**src/rtl/vga_pkg.sv**
```systemverilog
// Shared raster timing types, standard mode presets and helper functions
// for the parametrised VGA timing generator.
package vga_pkg;

    typedef struct packed {
        int unsigned active;
        int unsigned fp;
        int unsigned sync;
        int unsigned bp;
    } vga_timing_t;

    localparam vga_timing_t VGA_640x480_H = '{active: 32'd640, fp: 32'd16, sync: 32'd96,  bp: 32'd48};
    localparam vga_timing_t VGA_640x480_V = '{active: 32'd480, fp: 32'd10, sync: 32'd2,   bp: 32'd33};
    localparam vga_timing_t VGA_800x600_H = '{active: 32'd800, fp: 32'd40, sync: 32'd128, bp: 32'd88};
    localparam vga_timing_t VGA_800x600_V = '{active: 32'd600, fp: 32'd1,  sync: 32'd4,   bp: 32'd23};

    function automatic int unsigned timing_total(input vga_timing_t t);
        return t.active + t.fp + t.sync + t.bp;
    endfunction

    // Counter width able to hold 0..n-1, never narrower than one bit.
    function automatic int unsigned cnt_width(input int unsigned n);
        return (n > 32'd1) ? $clog2(n) : 32'd1;
    endfunction

endpackage

```
**src/rtl/pix_strobe_div.sv**
```systemverilog
// Pixel clock-enable divider: stb_o marks the last system clock of each
// pixel period, so the timing counters advance once every CLK_DIV clocks.
module pix_strobe_div
    import vga_pkg::*;
#(
    parameter int unsigned CLK_DIV = 32'd4
) (
    input  logic clk_i,
    input  logic rst_ni,
    input  logic en_i,
    output logic stb_o
);

    localparam int unsigned DW = cnt_width(CLK_DIV);
    localparam logic [DW-1:0] DIV_LAST = DW'(CLK_DIV - 32'd1);

    logic [DW-1:0] div_cnt_r;
    logic          stb_s;

    // Strobe decode from the registered count only.
    always_comb begin
        stb_s = 1'b0;
        if (div_cnt_r == DIV_LAST) begin
            stb_s = 1'b1;
        end else begin
            stb_s = 1'b0;
        end
    end

    // Divider count, restarted whenever the generator is disabled.
    always_ff @(posedge clk_i or negedge rst_ni) begin
        if (!rst_ni) begin
            div_cnt_r <= {DW{1'b0}};
        end else if (!en_i) begin
            div_cnt_r <= {DW{1'b0}};
        end else if (stb_s) begin
            div_cnt_r <= {DW{1'b0}};
        end else begin
            div_cnt_r <= div_cnt_r + DW'(1);
        end
    end

    assign stb_o = stb_s;

endmodule

```
**src/rtl/vga_timing_gen.sv**
```systemverilog
// Parametrised raster timing generator: pixel/line counters advanced on a
// divided strobe, with every output registered from the new coordinates.
module vga_timing_gen
    import vga_pkg::*;
#(
    parameter int unsigned CLK_DIV    = 32'd4,
    parameter int unsigned H_ACTIVE   = 32'd640,
    parameter int unsigned H_FP       = 32'd16,
    parameter int unsigned H_SYNC     = 32'd96,
    parameter int unsigned H_BP       = 32'd48,
    parameter int unsigned V_ACTIVE   = 32'd480,
    parameter int unsigned V_FP       = 32'd10,
    parameter int unsigned V_SYNC     = 32'd2,
    parameter int unsigned V_BP       = 32'd33,
    parameter bit          H_SYNC_POL = 1'b0,
    parameter bit          V_SYNC_POL = 1'b0,
    localparam vga_timing_t H_TIM   = '{active: H_ACTIVE, fp: H_FP, sync: H_SYNC, bp: H_BP},
    localparam vga_timing_t V_TIM   = '{active: V_ACTIVE, fp: V_FP, sync: V_SYNC, bp: V_BP},
    localparam int unsigned H_TOTAL = timing_total(H_TIM),
    localparam int unsigned V_TOTAL = timing_total(V_TIM),
    localparam int unsigned XW      = $clog2(H_TOTAL),
    localparam int unsigned YW      = $clog2(V_TOTAL)
) (
    input  logic          clk_i,
    input  logic          rst_ni,
    input  logic          en_i,
    output logic          pix_en_o,
    output logic          h_sync_o,
    output logic          v_sync_o,
    output logic          de_o,
    output logic [XW-1:0] x_o,
    output logic [YW-1:0] y_o,
    output logic          line_start_o,
    output logic          frame_start_o
);

    if (CLK_DIV < 32'd1 || H_ACTIVE < 32'd1 || H_FP < 32'd1 || H_SYNC < 32'd1 ||
        H_BP < 32'd1 || V_ACTIVE < 32'd1 || V_FP < 32'd1 || V_SYNC < 32'd1 ||
        V_BP < 32'd1) begin : g_bad_params
        $error("vga_timing_gen: every timing field and CLK_DIV must be >= 1");
    end

    localparam logic [XW-1:0] X_LAST      = XW'(H_TOTAL - 32'd1);
    localparam logic [XW-1:0] X_ACT_END   = XW'(H_ACTIVE);
    localparam logic [XW-1:0] X_SYNC_BEG  = XW'(H_ACTIVE + H_FP);
    localparam logic [XW-1:0] X_SYNC_END  = XW'(H_ACTIVE + H_FP + H_SYNC);
    localparam logic [YW-1:0] Y_LAST      = YW'(V_TOTAL - 32'd1);
    localparam logic [YW-1:0] Y_ACT_END   = YW'(V_ACTIVE);
    localparam logic [YW-1:0] Y_SYNC_BEG  = YW'(V_ACTIVE + V_FP);
    localparam logic [YW-1:0] Y_SYNC_END  = YW'(V_ACTIVE + V_FP + V_SYNC);

    logic          stb_s;
    logic [XW-1:0] x_nxt_s;
    logic [YW-1:0] y_nxt_s;
    logic          h_sync_nxt_s;
    logic          v_sync_nxt_s;
    logic          de_nxt_s;
    logic          line_start_nxt_s;
    logic          frame_start_nxt_s;

    logic [XW-1:0] x_r;
    logic [YW-1:0] y_r;
    logic          h_sync_r;
    logic          v_sync_r;
    logic          de_r;
    logic          pix_en_r;
    logic          line_start_r;
    logic          frame_start_r;

    pix_strobe_div #(
        .CLK_DIV (CLK_DIV)
    ) u_div (
        .clk_i  (clk_i),
        .rst_ni (rst_ni),
        .en_i   (en_i),
        .stb_o  (stb_s)
    );

    // Raster position that the next strobe moves to.
    always_comb begin
        x_nxt_s = x_r;
        y_nxt_s = y_r;
        if (x_r == X_LAST) begin
            x_nxt_s = {XW{1'b0}};
            if (y_r == Y_LAST) begin
                y_nxt_s = {YW{1'b0}};
            end else begin
                y_nxt_s = y_r + YW'(1);
            end
        end else begin
            x_nxt_s = x_r + XW'(1);
        end
    end

    // Sync, display enable and pulse levels decoded from the next position,
    // so the registered outputs always agree with the registered coordinates.
    always_comb begin
        h_sync_nxt_s      = ~H_SYNC_POL;
        v_sync_nxt_s      = ~V_SYNC_POL;
        de_nxt_s          = 1'b0;
        line_start_nxt_s  = 1'b0;
        frame_start_nxt_s = 1'b0;
        if (x_nxt_s >= X_SYNC_BEG && x_nxt_s < X_SYNC_END) begin
            h_sync_nxt_s = H_SYNC_POL;
        end else begin
            h_sync_nxt_s = ~H_SYNC_POL;
        end
        if (y_nxt_s >= Y_SYNC_BEG && y_nxt_s < Y_SYNC_END) begin
            v_sync_nxt_s = V_SYNC_POL;
        end else begin
            v_sync_nxt_s = ~V_SYNC_POL;
        end
        if (x_nxt_s < X_ACT_END && y_nxt_s < Y_ACT_END) begin
            de_nxt_s = 1'b1;
        end else begin
            de_nxt_s = 1'b0;
        end
        if (x_nxt_s == {XW{1'b0}}) begin
            line_start_nxt_s  = 1'b1;
            frame_start_nxt_s = (y_nxt_s == {YW{1'b0}});
        end else begin
            line_start_nxt_s  = 1'b0;
            frame_start_nxt_s = 1'b0;
        end
    end

    // Counter and output registers; disabling parks everything at the
    // last position so the first strobe after enabling lands on (0,0).
    always_ff @(posedge clk_i or negedge rst_ni) begin
        if (!rst_ni) begin
            x_r           <= X_LAST;
            y_r           <= Y_LAST;
            h_sync_r      <= ~H_SYNC_POL;
            v_sync_r      <= ~V_SYNC_POL;
            de_r          <= 1'b0;
            pix_en_r      <= 1'b0;
            line_start_r  <= 1'b0;
            frame_start_r <= 1'b0;
        end else if (!en_i) begin
            x_r           <= X_LAST;
            y_r           <= Y_LAST;
            h_sync_r      <= ~H_SYNC_POL;
            v_sync_r      <= ~V_SYNC_POL;
            de_r          <= 1'b0;
            pix_en_r      <= 1'b0;
            line_start_r  <= 1'b0;
            frame_start_r <= 1'b0;
        end else if (stb_s) begin
            x_r           <= x_nxt_s;
            y_r           <= y_nxt_s;
            h_sync_r      <= h_sync_nxt_s;
            v_sync_r      <= v_sync_nxt_s;
            de_r          <= de_nxt_s;
            pix_en_r      <= 1'b1;
            line_start_r  <= line_start_nxt_s;
            frame_start_r <= frame_start_nxt_s;
        end else begin
            pix_en_r      <= 1'b0;
            line_start_r  <= 1'b0;
            frame_start_r <= 1'b0;
        end
    end

    assign pix_en_o      = pix_en_r;
    assign h_sync_o      = h_sync_r;
    assign v_sync_o      = v_sync_r;
    assign de_o          = de_r;
    assign x_o           = x_r;
    assign y_o           = y_r;
    assign line_start_o  = line_start_r;
    assign frame_start_o = frame_start_r;

endmodule
```
**config.mk**
```make
export PLATFORM = sky130hd
export DESIGN_NAME = vga_timing_gen
export DESIGN_NICKNAME = d
export VERILOG_FILES = /design/src/rtl/vga_pkg.sv /design/src/rtl/pix_strobe_div.sv /design/src/rtl/vga_timing_gen.sv
export SDC_FILE = /design/constraint.sdc
export NUM_CORES = 1
export LEC_CHECK = 0
export ABC_AREA = 1
export CORE_MARGIN = 3
export CORE_UTILIZATION = 41
export DETAILED_ROUTE_END_ITERATION = 10
export DONT_BUFFER_PORTS = 1
export GPL_TIMING_DRIVEN = 1
export PLACE_DENSITY = 0.52
export RECOVER_POWER = 50
export SLEW_MARGIN = 20
export SYNTH_ARGS = -nofsm -noshare
export SYNTH_HDL_FRONTEND = slang
export SYNTH_SLANG_ARGS = --single-unit
```
**constraint.sdc**
```tcl
create_clock -name clk_i -period 2.1 [get_ports clk_i]
set_clock_uncertainty 0.1 [all_clocks]
set_input_delay 0.42 -clock clk_i [delete_from_list [all_inputs] [get_ports clk_i]]
set_output_delay 0.42 -clock clk_i [all_outputs]
set_load 0.005 [all_outputs]
```
==> impl_summary.log, run 1 <==
[metrics] run status: finished, final reports clean
[metrics] largest cells by area after synthesis: sky130_fd_sc_hd__dfrtp_1, sky130_fd_sc_hd__nand2_1, sky130_fd_sc_hd__dfstp_2, sky130_fd_sc_hd__inv_1, sky130_fd_sc_hd__nand3_1
[metrics] Period Utilization, post-route: 94.0%
[metrics] clock latency of the later-clocked register in the worst-skew pair: 0.27 ns
[metrics] Worst VDD drop: 0.270 mV
[metrics] worst slew slack as a fraction of its limit: 52.6%
[metrics] quantity of I/O buffers inserted on ports: 0
[metrics] post-synth net total: 276
[metrics] count of antenna-violating nets left after detailed routing: 0
[metrics] switching power share of the total: 36.6%
[metrics] fill cell count: 424
[metrics] Congestion Overflow GR: 0
[metrics] warnings from Yosys: 0
[metrics] sw power: 0.530 mW
[metrics] synthesis-to-layout area growth: 14.7%
[metrics] worst path arrival time: 2.05 ns
[metrics] kind of path behind the tightest hold check: in -> reg
[metrics] worst hold slack: 0.138 ns
[metrics] Detailed Route WL: 5100 um
[metrics] start of the worst register-to-register path: x_o[0]$_DFFE_PN1P_
[metrics] dpl cells: 319
[metrics] # Max-Cap Violations: 0
[metrics] total chip power: 1.45 mW
[metrics] post-placement setup slack: 0.0154 ns
[metrics] design area: 2150 um^2
[metrics] vertical extent of the die: 73.7 um
[metrics] Worst R2R End: de_o$_DFFE_PN0P_
[metrics] CTS Root Cell: sky130_fd_sc_hd__clkbuf_8
[metrics] horizontal extent of the die: 73.7 um
[metrics] final core utilization: 51.3%
[metrics] deepest clock path buffer count: 2
[metrics] Post-synth EDFFs: 0
[metrics] antenna violations before repair: 0
[metrics] synthesized area divided by synthesized cell count: 7.01 um^2
[metrics] CTS HTree Levels: 1
[metrics] count of clock tree sinks: 28
[metrics] count of nets after finishing: 293
[metrics] Setup crit start: x_o[0]$_DFFE_PN1P_
[metrics] maximum frequency from static timing analysis: 0.507 GHz
[metrics] Distinct cells, synth: 28
[metrics] library cell with the highest instance count after synthesis: sky130_fd_sc_hd__nand2_1
[metrics] violation count after the first detailed-route iteration: 184
[metrics] routed wirelength normalized by instance count: 15.3 um
[metrics] DIE AREA: 5430 um^2
[metrics] final RePlAce weighted congestion: 0.919
[metrics] worst-path maximum fanout: 7
[metrics] part of the power in the clock network: 21.0%
[metrics] pwr/cell area: 672 nW/um^2
[metrics] FFs w/ async S/R, synth: 100%
[metrics] predominant post-synthesis flop cell: sky130_fd_sc_hd__dfrtp_1
[metrics] clock tree from TritonCTS: done
[metrics] Reg2Reg Setup Slack: 0.13 ns
[metrics] dominant cell type by area after synthesis: sky130_fd_sc_hd__dfrtp_1
[metrics] met2 track utilization from global routing: 28.1%
[metrics] setup TNS after final layout: 0 ns
[metrics] Area after DPL: 1960 um^2
[metrics] CP endpoint: de_o$_DFFE_PN0P_
[metrics] share of the synthesized area in the top cell type: 21.3%
[metrics] clock period minus final worst setup slack: 1.97 ns
[metrics] CORE AREA: 4200 um^2
[metrics] synth cell count leaders: sky130_fd_sc_hd__nand2_1, sky130_fd_sc_hd__inv_1, sky130_fd_sc_hd__nor2_1
[metrics] diodes inserted: 0
[metrics] element type at the critical path end: register
[metrics] final routed DRC violation total: 0
[metrics] half-perimeter wire length after detailed placement: 3670 um
[metrics] number of non-filler instances in the completed layout: 334
[metrics] Seq pwr share: 41.5%
[metrics] max-slew violation total from the final report: 0
[metrics] met1 Resource Use GR: 30.7%
[metrics] Initial Util: 44.7%
[metrics] total track usage: 20.0%
[metrics] Post-Synthesis Cell Area: 1880 um^2
[metrics] via count of the first global-routing pass: 1,675
[metrics] category of the critical setup timing path: reg -> reg
[metrics] Critical Path Start Type: register
[metrics] met3 usage in global routing: 5.20%
[metrics] final setup margin: 0.126 ns
[metrics] reported leakage power: 1.13 nW
[metrics] worst reg-to-reg path cell count: 11
[metrics] Most Crowded Layer GR: met1
[metrics] required time of the critical path: 2.17 ns
[metrics] floorplan row count: 23
[metrics] detailed-route vias per instance: 5.35
[metrics] Setup violations, final: 0
[metrics] transition time at the pin with the least slew margin: 0.710 ns
[metrics] logic gate share of total power: 37.5%
[metrics] first drt pass iteration count: 4
[metrics] number of standard cells after synthesis: 268
[metrics] total via count after detailed routing: 1,787
[metrics] fraction of the yosys area taken by sequential cells: 38.1%
[metrics] Final Hold Vio Count: 0
[metrics] I/O pin count: 29
[metrics] Reg clk slew, reported paths: 0.10 ns
[metrics] internal portion of total power: 0.918 mW
[metrics] largest net degree at the start of global routing: 29
[metrics] share of post-route cells with drive strength above 1: 18.0%
[metrics] CTS Buf Count: 3
[metrics] post-synthesis register bit count: 28
[metrics] first-pass GRT wire length: 8360 um
[metrics] RSZ-0062 raised after global routing: false
-- worst max-delay path: stages (launching register included) --
cell and delay [ns]:
sky130_fd_sc_hd__dfstp_2 0.57, sky130_fd_sc_hd__ha_4 0.17, sky130_fd_sc_hd__nand3_2 0.10, sky130_fd_sc_hd__nor2_4 0.17, sky130_fd_sc_hd__buf_12 0.13, sky130_fd_sc_hd__nand2_8 0.08
sky130_fd_sc_hd__nand2_1 0.08, sky130_fd_sc_hd__nand2_1 0.09, sky130_fd_sc_hd__nor2_1 0.13, sky130_fd_sc_hd__nand3_1 0.09, sky130_fd_sc_hd__nand3_1 0.10, sky130_fd_sc_hd__nand2_1 0.05
-- area by class of cell --
cell class              count  area (um^2)  area share (%)
flip-flops and latches     28          717            33.3
multi-input cells         199         1050            48.8
clock buffers               4         45.0            2.09
well taps                  50         62.6            2.91
repair buffers             18          148            6.86
inverters                  35          131            6.10
-- cells in the final DEF, fill, tap and decap left out, drive strengths merged --
cell,netlist,layout
nand2,90,91
a21oi,2,2
nor3,2,2
o22a,1,1
nor2,36,36
ha,5,5
dfstp,12,12
a31oi,1,1
a22oi,5,5
o21ai,7,7
buf,3,16
nand3,27,27
o22ai,10,10
inv,35,35
xor2,2,2
dlygate4sd3,0,1
nand3b,3,3
clkbuf,4,5
nand4,7,7
dfrtp,16,16
-- repair_timing --
action / CTS / global route
hold buffers: 2 / 0
buffers inserted: 0 / 8
endpoints found under the setup margin: 1 / 7
hold endpoints to repair: 28 / 0
resized for setup: 0 / 12
cloned: 0 / 1
pin swaps: 1 / 4
-- sequential cells by signal, indices dropped and copies added, names as in the netlist --
signal	count
v_sync_o	1
h_sync_o	1
pix_en_o	1
u_div.div_cnt_r	2
x_o	10
frame_start_o	1
line_start_o	1
de_o	1
y_o	10
-- per-layer routing --
layer,up-vias,share of wire [%]
met4,0,0.37
met2,57,44
li1,897,-
met1,831,48
met3,2,7.5
met5,-,0
-- worst min path at each step --
stage,start,end,slack [ns],cells after the start
global placement,rst_ni,y_o[6]$_DFFE_PN0P_,0.03,0
global route,en_i,u_div.div_cnt_r[1]$_DFF_PN0_,0.12,2
finish,en_i,u_div.div_cnt_r[1]$_DFF_PN0_,0.14,2
CTS,en_i,u_div.div_cnt_r[1]$_DFF_PN0_,0.13,2
detailed placement,rst_ni,y_o[6]$_DFFE_PN0P_,0.03,0
floorplan,rst_ni,de_o$_DFFE_PN0P_,0.02,0
-- power by group through the flow --
stage,sequential (mW),clock (mW),combinational [mW]
finish,0.601,0.303,0.543
global route,0.606,0.347,0.604
CTS,0.599,0.322,0.446
detailed placement,0.608,0,0.428
global placement,0.608,0,0.436
floorplan,0.602,0,0.347
-- kinds of logic after synthesis --
| group | count (synthesis) | share of synthesized area [%] |
|---|---|---|
| AND/OR/NAND/NOR | 165 | 39.7 |
| buffers and inverters | 42 | 9.39 |
| flip-flops | 28 | 38.1 |
| AO/OA/AOI/OAI | 26 | 8.53 |
| adder cells (fa/ha/maj) | 5 | 3.33 |
| XOR/XNOR | 2 | 0.933 |
Note: power is estimated with default switching activity, not from simulation.
==> run 2, diff against run 1 <==
--- a/config.mk
+++ b/config.mk
@@ -8,6 +8,7 @@
 export ABC_AREA = 1
 export CORE_MARGIN = 3
 export CORE_UTILIZATION = 41
+export CTS_CLUSTER_DIAMETER = 60
 export DETAILED_ROUTE_END_ITERATION = 10
 export DONT_BUFFER_PORTS = 1
 export GPL_TIMING_DRIVEN = 1
==> results of run 2 <==
No change in the layout: final DEF, timing and power equal those of run 1.
==> run 3, diff against run 2 <==
==> constraint.sdc (replaced) <==
create_clock -name clk_i -period 2 [get_ports clk_i]
set_clock_uncertainty 0.1 [all_clocks]
set_input_delay 0.4 -clock clk_i [delete_from_list [all_inputs] [get_ports clk_i]]
set_output_delay 0.4 -clock clk_i [all_outputs]
set_load 0.005 [all_outputs]
==> impl_summary.log, run 3 (synthesized netlist as in run 1, its figures left out) <==
[metrics] clock latency of the later-clocked register in the worst-skew pair: 0.27 ns
[metrics] CTS Buf Count: 3
[metrics] Initial Util: 44.7%
[metrics] transition time at the pin with the least slew margin: 0.698 ns
[metrics] Seq pwr share: 39.3%
[metrics] reported leakage power: 1.20 nW
[metrics] number of non-filler instances in the completed layout: 347
[metrics] via count of the first global-routing pass: 1,574
[metrics] first drt pass iteration count: 4
[metrics] horizontal extent of the die: 73.7 um
[metrics] internal portion of total power: 1.02 mW
[metrics] violation count after the first detailed-route iteration: 154
[metrics] run status: finished, final reports clean
[metrics] CORE AREA: 4200 um^2
[metrics] # Max-Cap Violations: 0
[metrics] Setup violations, final: 0
[metrics] total via count after detailed routing: 1,796
[metrics] HP Start: en_i
[metrics] leading cell type in the layout, fill and taps excluded: sky130_fd_sc_hd__nand2_1
[metrics] worst slew slack as a fraction of its limit: 53.5%
[metrics] clock tree from TritonCTS: done
[metrics] Reg clk slew, reported paths: 0.09 ns
[metrics] final core utilization: 55.6%
[metrics] kind of path behind the tightest hold check: in -> reg
[metrics] highest metal layer with signal wires: met4
[metrics] count of antenna-violating nets left after detailed routing: 0
[metrics] antenna violations before repair: 0
[metrics] Critical Path Start Type: register
[metrics] count of nets after finishing: 306
[metrics] cell count of the worst hold path: 2
[metrics] leading cell types in the layout, fill and taps excluded: sky130_fd_sc_hd__nand2_1, sky130_fd_sc_hd__inv_1, sky130_fd_sc_hd__nor2_1
[metrics] logic gate share of total power: 41.7%
[metrics] required time of the critical path: 2.10 ns
[metrics] DIE AREA: 5430 um^2
[metrics] post-placement setup slack: -0.0443 ns
[metrics] vertical extent of the die: 73.7 um
[metrics] synthesis-to-layout area growth: 24.5%
[metrics] first-pass GRT wire length: 7980 um
[metrics] part of the power in the clock network: 19.0%
[metrics] Worst R2R End: frame_start_o$_DFF_PN0_
[metrics] largest net degree at the start of global routing: 29
[metrics] setup TNS after final layout: 0 ns
[metrics] worst reg-to-reg path cell count: 10
[metrics] element type at the critical path end: register
[metrics] deepest clock path buffer count: 2
[metrics] total met3 wirelength after detailed routing: 358 um
[metrics] routed wirelength normalized by instance count: 15.4 um
[metrics] half-perimeter wire length after detailed placement: 3700 um
[metrics] final RePlAce weighted congestion: 0.921
[metrics] worst path arrival time: 2.07 ns
[metrics] detailed-route vias per instance: 5.18
[metrics] max-slew violation total from the final report: 0
[metrics] met2 wirelength from detailed routing: 2330 um
[metrics] endpoint with the worst hold slack: u_div.div_cnt_r[1]$_DFF_PN0_
[metrics] sw power: 0.580 mW
[metrics] diodes inserted: 0
[metrics] maximum frequency from static timing analysis: 0.508 GHz
[metrics] switching power share of the total: 36.3%
[metrics] total track usage: 19.0%
[metrics] I/O pin count: 29
[metrics] pwr/cell area: 684 nW/um^2
[metrics] CTS Root Cell: sky130_fd_sc_hd__clkbuf_8
[metrics] final setup margin: 0.0307 ns
[metrics] Worst VDD drop: 0.430 mV
[metrics] Period Utilization, post-route: 98.5%
[metrics] routed metal-1 wirelength: 2620 um
[metrics] RSZ-0062 raised after global routing: true
[metrics] start of the worst register-to-register path: x_o[1]$_DFFE_PN1P_
[metrics] count of clock tree sinks: 28
[metrics] Final Hold Vio Count: 0
[metrics] clock period minus final worst setup slack: 1.97 ns
[metrics] Reg2Reg Setup Slack: 0.03 ns
[metrics] final routed DRC violation total: 0
[metrics] share of post-route cells with drive strength above 1: 28.3%
[metrics] CTS HTree Levels: 1
[metrics] Congestion Overflow GR: 0
[metrics] floorplan row count: 23
[metrics] dpl cells: 331
[metrics] category of the critical setup timing path: reg -> reg
[metrics] worst-path maximum fanout: 8
[metrics] quantity of I/O buffers inserted on ports: 0
[metrics] Detailed Route WL: 5340 um
[run 3: how the worst max path moves through the flow]
stage,start,endpoint,cells past startpoint
2_1_floorplan,x_o[0]$_DFFE_PN1P_,frame_start_o$_DFF_PN0_,11
3_3_place_gp,x_o[0]$_DFFE_PN1P_,frame_start_o$_DFF_PN0_,10
3_5_place_dp,x_o[0]$_DFFE_PN1P_,frame_start_o$_DFF_PN0_,10
4_1_cts,x_o[0]$_DFFE_PN1P_,de_o$_DFFE_PN0P_,10
5_1_grt,x_o[1]$_DFFE_PN1P_,frame_start_o$_DFF_PN0_,9
6_report,x_o[1]$_DFFE_PN1P_,frame_start_o$_DFF_PN0_,10
[run 3: repair_timing]
action / in CTS / in global routing
hold buffers: 2 / 0
gates cloned: 0 / 1
buffers inserted: 0 / 9
resized for setup: 5 / 33
pin swaps: 1 / 22
hold endpoints to repair: 28 / 0
setup endpoints to repair: 1 / 8
[run 3: layout make-up]
class	instances	area, um^2
well taps	50	62.6
fillers	427	1860
clock buffers	4	45.0
inverters	35	131
flip-flops and latches	28	717
multi-input cells	199	1110
repair buffers	31	269
[run 3: per-stage QoR]
stage          hold WS, ns  instance area (um^2)  total power, mW
6_report             0.128                  2340             1.60
5_1_grt              0.124                  2340             1.71
4_1_cts              0.115                  2140             1.48
3_5_place_dp       0.00513                  2050             1.13
3_3_place_gp       0.00498                  2050             1.14
2_1_floorplan      0.00441                  1880            0.996
[run 3: power groups by stage]
| stage | sequential, mW | combinational [mW] | clock [mW] |
|---|---|---|---|
| global placement | 0.634 | 0.506 | 0 |
| CTS | 0.626 | 0.532 | 0.322 |
| detailed placement | 0.635 | 0.498 | 0 |
| global route | 0.631 | 0.734 | 0.348 |
| floorplan | 0.632 | 0.364 | 0 |
| finish | 0.627 | 0.667 | 0.304 |
[run 3: critical path, stage by stage (launching register included)]
cell,delay (ns)
sky130_fd_sc_hd__dfstp_2,0.58
sky130_fd_sc_hd__ha_4,0.18
sky130_fd_sc_hd__nand4_4,0.11
sky130_fd_sc_hd__nor2_4,0.26
sky130_fd_sc_hd__buf_6,0.15
sky130_fd_sc_hd__nand2_1,0.05
sky130_fd_sc_hd__nand2_1,0.11
sky130_fd_sc_hd__nand2_1,0.08
sky130_fd_sc_hd__nor2_2,0.10
sky130_fd_sc_hd__nand3_1,0.08
sky130_fd_sc_hd__nor2_1,0.11
[run 3: per-layer routing]
layer | GRT usage, % | vias up
met5 | 0 | -
met4 | 3.62 | 0
met3 | 4.79 | 4
met2 | 27.1 | 50
met1 | 28.9 | 821
li1 | - | 921
